**src/rtl/if_fetch_stage.sv**
```systemverilog
// Instruction fetch: owns PC, drives sync imem, presents {ir, ir_pc4} to decode; optional counters via IF_PERF_CNT_EN.
// Latency: first ir_valid 3 cycles after reset release; one instruction per 3 cycles (non-overlapped).
// Backpressure: holds ir/ir_pc4/ir_valid stable with no imem access while ir_ready=0; redirect > flush > handshake.
module if_fetch_stage #(
    parameter logic [31:0] RESET_PC = 32'h0000_0000
) (
    input  logic        clk,
    input  logic        rst,
    input  logic        PCWre,
    input  logic        IRWre,
    input  logic [1:0]  Branch,
    input  logic        zero,
    input  logic [31:0] br_pc4,
    input  logic [31:0] br_offset,
    input  logic [25:0] j_target,
    input  logic [31:0] rs_val,
    input  logic        flush,
    output logic [31:0] imem_addr,
    output logic        imem_en,
    input  logic [31:0] imem_rdata,
    output logic [31:0] ir,
    output logic [31:0] ir_pc4,
    output logic        ir_valid,
`ifdef IF_PERF_CNT_EN
    output logic [31:0] fetch_cnt,
    output logic [31:0] redirect_cnt,
`endif
    input  logic        ir_ready
);

    localparam logic [1:0] S_IDLE  = 2'd0;
    localparam logic [1:0] S_FETCH = 2'd1;
    localparam logic [1:0] S_DATA  = 2'd2;
    localparam logic [1:0] S_HOLD  = 2'd3;

    logic [1:0]  r_state;
    logic [31:0] r_pc;
    logic [31:0] r_ir;
    logic [31:0] r_ir_pc4;
    logic        r_ir_valid;

    logic        w_redirect;
    logic        w_active;
    logic        w_take_redirect;
    logic        w_take_flush;
    logic        w_handshake;
    logic [31:0] w_target;
    logic [31:0] w_pc_plus4;
    logic [31:0] w_br_off_shl;

    assign w_pc_plus4   = r_pc + 32'd4;
    assign w_br_off_shl = br_offset << 2;
    assign w_active     = (r_state != S_IDLE);
    assign w_redirect   = PCWre && ((Branch == 2'b01 && zero) || Branch[1]);

    // Redirects and flushes only act once the fetch loop is running.
    assign w_take_redirect = w_redirect && w_active;
    assign w_take_flush    = flush && !w_redirect && w_active;
    assign w_handshake     = (r_state == S_HOLD) && r_ir_valid && ir_ready
                             && !w_redirect && !flush;

    always_comb begin
        w_target = rs_val & 32'hFFFF_FFFC;
        case (Branch)
            2'b01:   w_target = br_pc4 + w_br_off_shl;
            2'b10:   w_target = {br_pc4[31:28], j_target, 2'b00};
            default: w_target = rs_val & 32'hFFFF_FFFC;
        endcase
    end

    always_ff @(posedge clk or negedge rst) begin
        if (!rst) begin
            r_state    <= S_IDLE;
            r_pc       <= RESET_PC;
            r_ir       <= 32'd0;
            r_ir_pc4   <= 32'd0;
            r_ir_valid <= 1'b0;
        end else if (!w_active) begin
            r_state <= S_FETCH;
        end else if (w_take_redirect) begin
            // Any word in flight from imem belongs to the old stream and is dropped.
            r_pc       <= w_target;
            r_ir_valid <= 1'b0;
            r_state    <= S_FETCH;
        end else if (w_take_flush) begin
            r_ir_valid <= 1'b0;
            r_state    <= S_FETCH;
        end else begin
            case (r_state)
                S_FETCH: r_state <= S_DATA;
                S_DATA: begin
                    if (IRWre) begin
                        r_ir       <= imem_rdata;
                        r_ir_pc4   <= w_pc_plus4;
                        r_ir_valid <= 1'b1;
                        r_state    <= S_HOLD;
                    end else begin
                        r_state <= S_FETCH;
                    end
                end
                S_HOLD: begin
                    if (w_handshake) begin
                        r_ir_valid <= 1'b0;
                        r_pc       <= w_pc_plus4;
                        r_state    <= S_FETCH;
                    end
                end
                default: r_state <= S_IDLE;
            endcase
        end
    end

`ifdef IF_PERF_CNT_EN
    logic [31:0] r_fetch_cnt;
    logic [31:0] r_redirect_cnt;

    always_ff @(posedge clk or negedge rst) begin
        if (!rst) begin
            r_fetch_cnt    <= 32'd0;
            r_redirect_cnt <= 32'd0;
        end else begin
            if (w_handshake)
                r_fetch_cnt <= r_fetch_cnt + 32'd1;
            if (w_take_redirect)
                r_redirect_cnt <= r_redirect_cnt + 32'd1;
        end
    end

    assign fetch_cnt    = r_fetch_cnt;
    assign redirect_cnt = r_redirect_cnt;
`endif

    assign imem_addr = r_pc;
    assign imem_en   = (r_state == S_FETCH);
    assign ir        = r_ir;
    assign ir_pc4    = r_ir_pc4;
    assign ir_valid  = r_ir_valid;

endmodule

```
**config.mk**
```make
export PLATFORM = sky130hd
export DESIGN_NAME = if_fetch_stage
export DESIGN_NICKNAME = d
export VERILOG_FILES = /design/src/rtl/if_fetch_stage.sv
export SDC_FILE = /design/constraint.sdc
export NUM_CORES = 1
export LEC_CHECK = 0
export CAP_MARGIN = 20
export CORE_MARGIN = 8
export CORE_UTILIZATION = 30
export DETAILED_ROUTE_END_ITERATION = 10
export SLEW_MARGIN = 20
export SYNTH_ARGS = -nofsm -noshare
export SYNTH_HDL_FRONTEND = slang
export SYNTH_SLANG_ARGS = --single-unit
```
**constraint.sdc**
```tcl
create_clock -name clk -period 2.3 [get_ports clk]
set_input_delay 0.345 -clock clk [delete_from_list [all_inputs] [get_ports clk]]
set_output_delay 0.345 -clock clk [all_outputs]
set_load 0.1 [all_outputs]
```
==> metrics <==
Worst path slowest cell clkdlybuf4s50_1; overall routed net length around 26,000 um; Post-synth EDFFs 0; CTS tree built; GRT Util Overall 0.186; Sw Ratio 0.535; Combinational Power Share 0.596; Worst Skew roughly 0.0091 ns; Crit. End Element flip-flop; Cell Int Power 0.00492 W; first-pass GRT wire length 41,400 um; initial antenna violation count 10; reg2reg start imem_addr[3]; HP Class flip-flop to flip-flop; most frequent cells in the layout buf_4 (247), clkdlybuf4s50_1 (135), nor2_1 (75), dfrtp_1 (75), nand2_1 (63); worst slew pin tran ~0.55 ns; Worst slew margin 0.633; RSZ-0062 raised after global routing true; Mapped Cells ~770; Pwr per Cell Area just over 900 nW/um2; Leak 4.96 nW; GRT Residual Overflow 0; crit path launch type primary input; reg-to-reg slack, setup between 0.15 and 0.2 ns; Critical Path RT around 2.6 ns; crit path DAT approximately 2.5 ns; Clock Pin Slew Worst Setup and Hold Paths ~0.070 ns; HPWL Detailed ~22,000 um; Initial Util 0.303; delay-heaviest family, CP simple AND/OR/NAND/NOR gates; die width between 150 and 200 um; vias in the first global route about 7,400; Overall Power approximately 0.011 W; Seq/Total Area, Yosys 0.365; number of synthesis warnings 0; Avg Vias per Cell 5.01; max_cap viols 0; drt drc 0; hold_sp ir[14]; Antenna Nets Post-Route 0; Initial DRT Pass Iterations 5; Port-buffer cells approximately 260; net load switching power 0.00565 W; Yosys cell types between 70 and 80; fmax 443 MHz; H-tree depth 3; largest net degree at the start of global routing between 40 and 50; IO Pins about 260; # setup viols final 0; Hold WS ~0.51 ns; Hold Vio Cnt, Final 0; Critical Path End imem_addr[29]; cell-by-cell trace of the critical path clkdlybuf4s50_1 -> ha_1 -> buf_4 -> nand4_1 -> nor4_2 -> o211ai_1 -> nand3_1 -> xor2_1 -> a221oi_2 -> o31ai_1; Avg Cell Area, Syn 8.87 um2; Pins Over Slew Limit 0; Setup CP Type primary input to flip-flop; min cycle time layout 2.26 ns; Final WS setup between 0.04 and 0.05 ns; Clk Latency, worst-skew pair between 0.3 and 0.4 ns; 1st-iter DRT viols 421; Worst Reg-to-Reg Cells 9; Area growth, synth to finish 66.7%; Clock Sink Count 99; Max rail drop VDD 0.000510 V; Post-Syn Nets about 960; GPL Wtd Cong a little under 0.9; commonest non-fill, non-tap cell in the layout buf_4; Setup crit start br_pc4[14]; via count 7,199; Tcrit/Tclk final 0.981; main flop type after synthesis dfrtp_1; CP peak stage delay 0.40 ns; Worst Path Max Fanout 7; asr flop ratio synth 1.00; share of cells above drive strength 1 0.363; wire length per cell roughly 18 um; CP bufs+invs 2; Post-Place Setup Slack -0.830 ns; Die Ht between 150 and 200 um; Synth Register Bits ~100; clk root buf clkbuf_16; CTS max path bufs 2; Crit path depth 10; clock network fraction of total power 0.157; Die ar. approximately 28,000 um2; Final nets around 1,300; FP Rows 55; status complete, no violations; CTS buffer count 9; Post-Syn Area approximately 6800 um2; core area roughly 22,000 um2; Worst R2R End imem_addr[30]; part of the power in registers 0.247
## stage by stage
step	cells	area [um2]	TNS [ns]	utilization
2_1_floorplan	766	6870	-0.0110	-
3_3_place_gp	1400	10500	-26.25	0.466
3_5_place_dp	1400	10500	-27.46	0.466
4_1_cts	1428	11100	0	0.493
5_1_grt	1433	11300	-0.124	0.504
6_report	1438	11300	0	0.505
## worst min path at each step
stage / to / slack [ns] / cells after the start
after floorplan: imem_addr[0] / 0.05 / 0
after global placement: ir_pc4[5] / 0.37 / 1
after detailed placement: ir_pc4[5] / 0.37 / 1
after CTS: imem_addr[1] / 0.51 / 2
after global routing: ir[5] / 0.52 / 1
final: ir[14] / 0.51 / 1
## per-layer routing
layer,up-vias,share of wire,wire length [um],GRT usage
met5,-,0.0030,80,0
met4,12,0.016,417,0.0521
met3,34,0.069,1830,0.0565
met2,220,0.45,11900,0.293
met1,3366,0.46,12100,0.242
li1,3567,-,-,-
## logic make-up after synthesis
logic type | synth area share
flip-flops | 0.365
multiplexers | 0.0639
adder cells (fa/ha/maj) | 0.0619
XOR/XNOR | 0.0774
buffers and inverters | 0.0403
AND/OR/NAND/NOR | 0.179
AO/OA/AOI/OAI | 0.213
## timing repair
action	in CTS	in global routing
endpoints found under the setup margin	23	21
hold buffers	1	0
pin swaps	34	19
hold endpoints to repair	13	0
gates resized for setup	69	49
setup buffers	12	3
## area by class of cell
type / count / area (um2)
antenna: 7 / 17.5
clock buffer: 10 / 229
clock inverter: 6 / 90.1
fill: 2157 / 11100
inverter: 14 / 52.6
multi-input combinational: 605 / 4490
sequential: 99 / 2530
tap: 285 / 357
timing repair buffer: 412 / 3550
## power groups by stage
stage	combinational [W]	clock [W]	sequential, W
after floorplan	0.00121	0	0.00576
after global placement	0.00615	0	0.00261
after detailed placement	0.00615	0	0.00265
after CTS	0.00625	0.00170	0.00261
after global routing	0.00657	0.00177	0.00268
final	0.00629	0.00166	0.00261
## flip-flops by register name, summed over array words and instances (netlist names)
name and cells:
ir_valid 1, ir 32, r_state 2, imem_addr 32
ir_pc4 32
## worst reg2reg max path, stage by stage (launching register included)
cell	delay, ns
dfrtp_4	0.45
ha_4	0.16
nand2_1	0.11
nor4b_4	0.27
and3_4	0.28
nand3_1	0.14
nor2_2	0.18
a211oi_1	0.11
a211oi_1	0.19
a31oi_1	0.11
## synth_stat cells, types with 4 or more instances
cell type  count  share of area
mux2i_1        4         0.0059
o211ai_1       5         0.0055
nor3_1        13         0.0096
buf_4          4         0.0044
nand3_1       28          0.021
inv_1         14         0.0077
nand2b_1       4         0.0037
ha_1          32          0.059
a221oi_1      16          0.021
clkbuf_1      29          0.016
mux2_2        35          0.058
a21o_1        11          0.012
nand2_1       63          0.035
o31ai_1        4         0.0044
o21ai_1        4         0.0029
a211oi_1      10          0.011
buf_2          9         0.0066
o21ai_0       47          0.035
o21a_1         5         0.0055
a221o_1        7          0.010
xor2_1        27          0.035
o22ai_1        4         0.0037
dfrtp_1       99           0.36
a31oi_1       10         0.0092
nor4_1         4         0.0037
and3_1        11          0.010
xnor2_1       33          0.043
nor2_1        80          0.044
nor2b_1        5         0.0046
nand4_1       12          0.011
a21oi_1       73          0.054
a22oi_1        4         0.0044
buf_1          4         0.0022
Power figures use the tool's default switching activity.
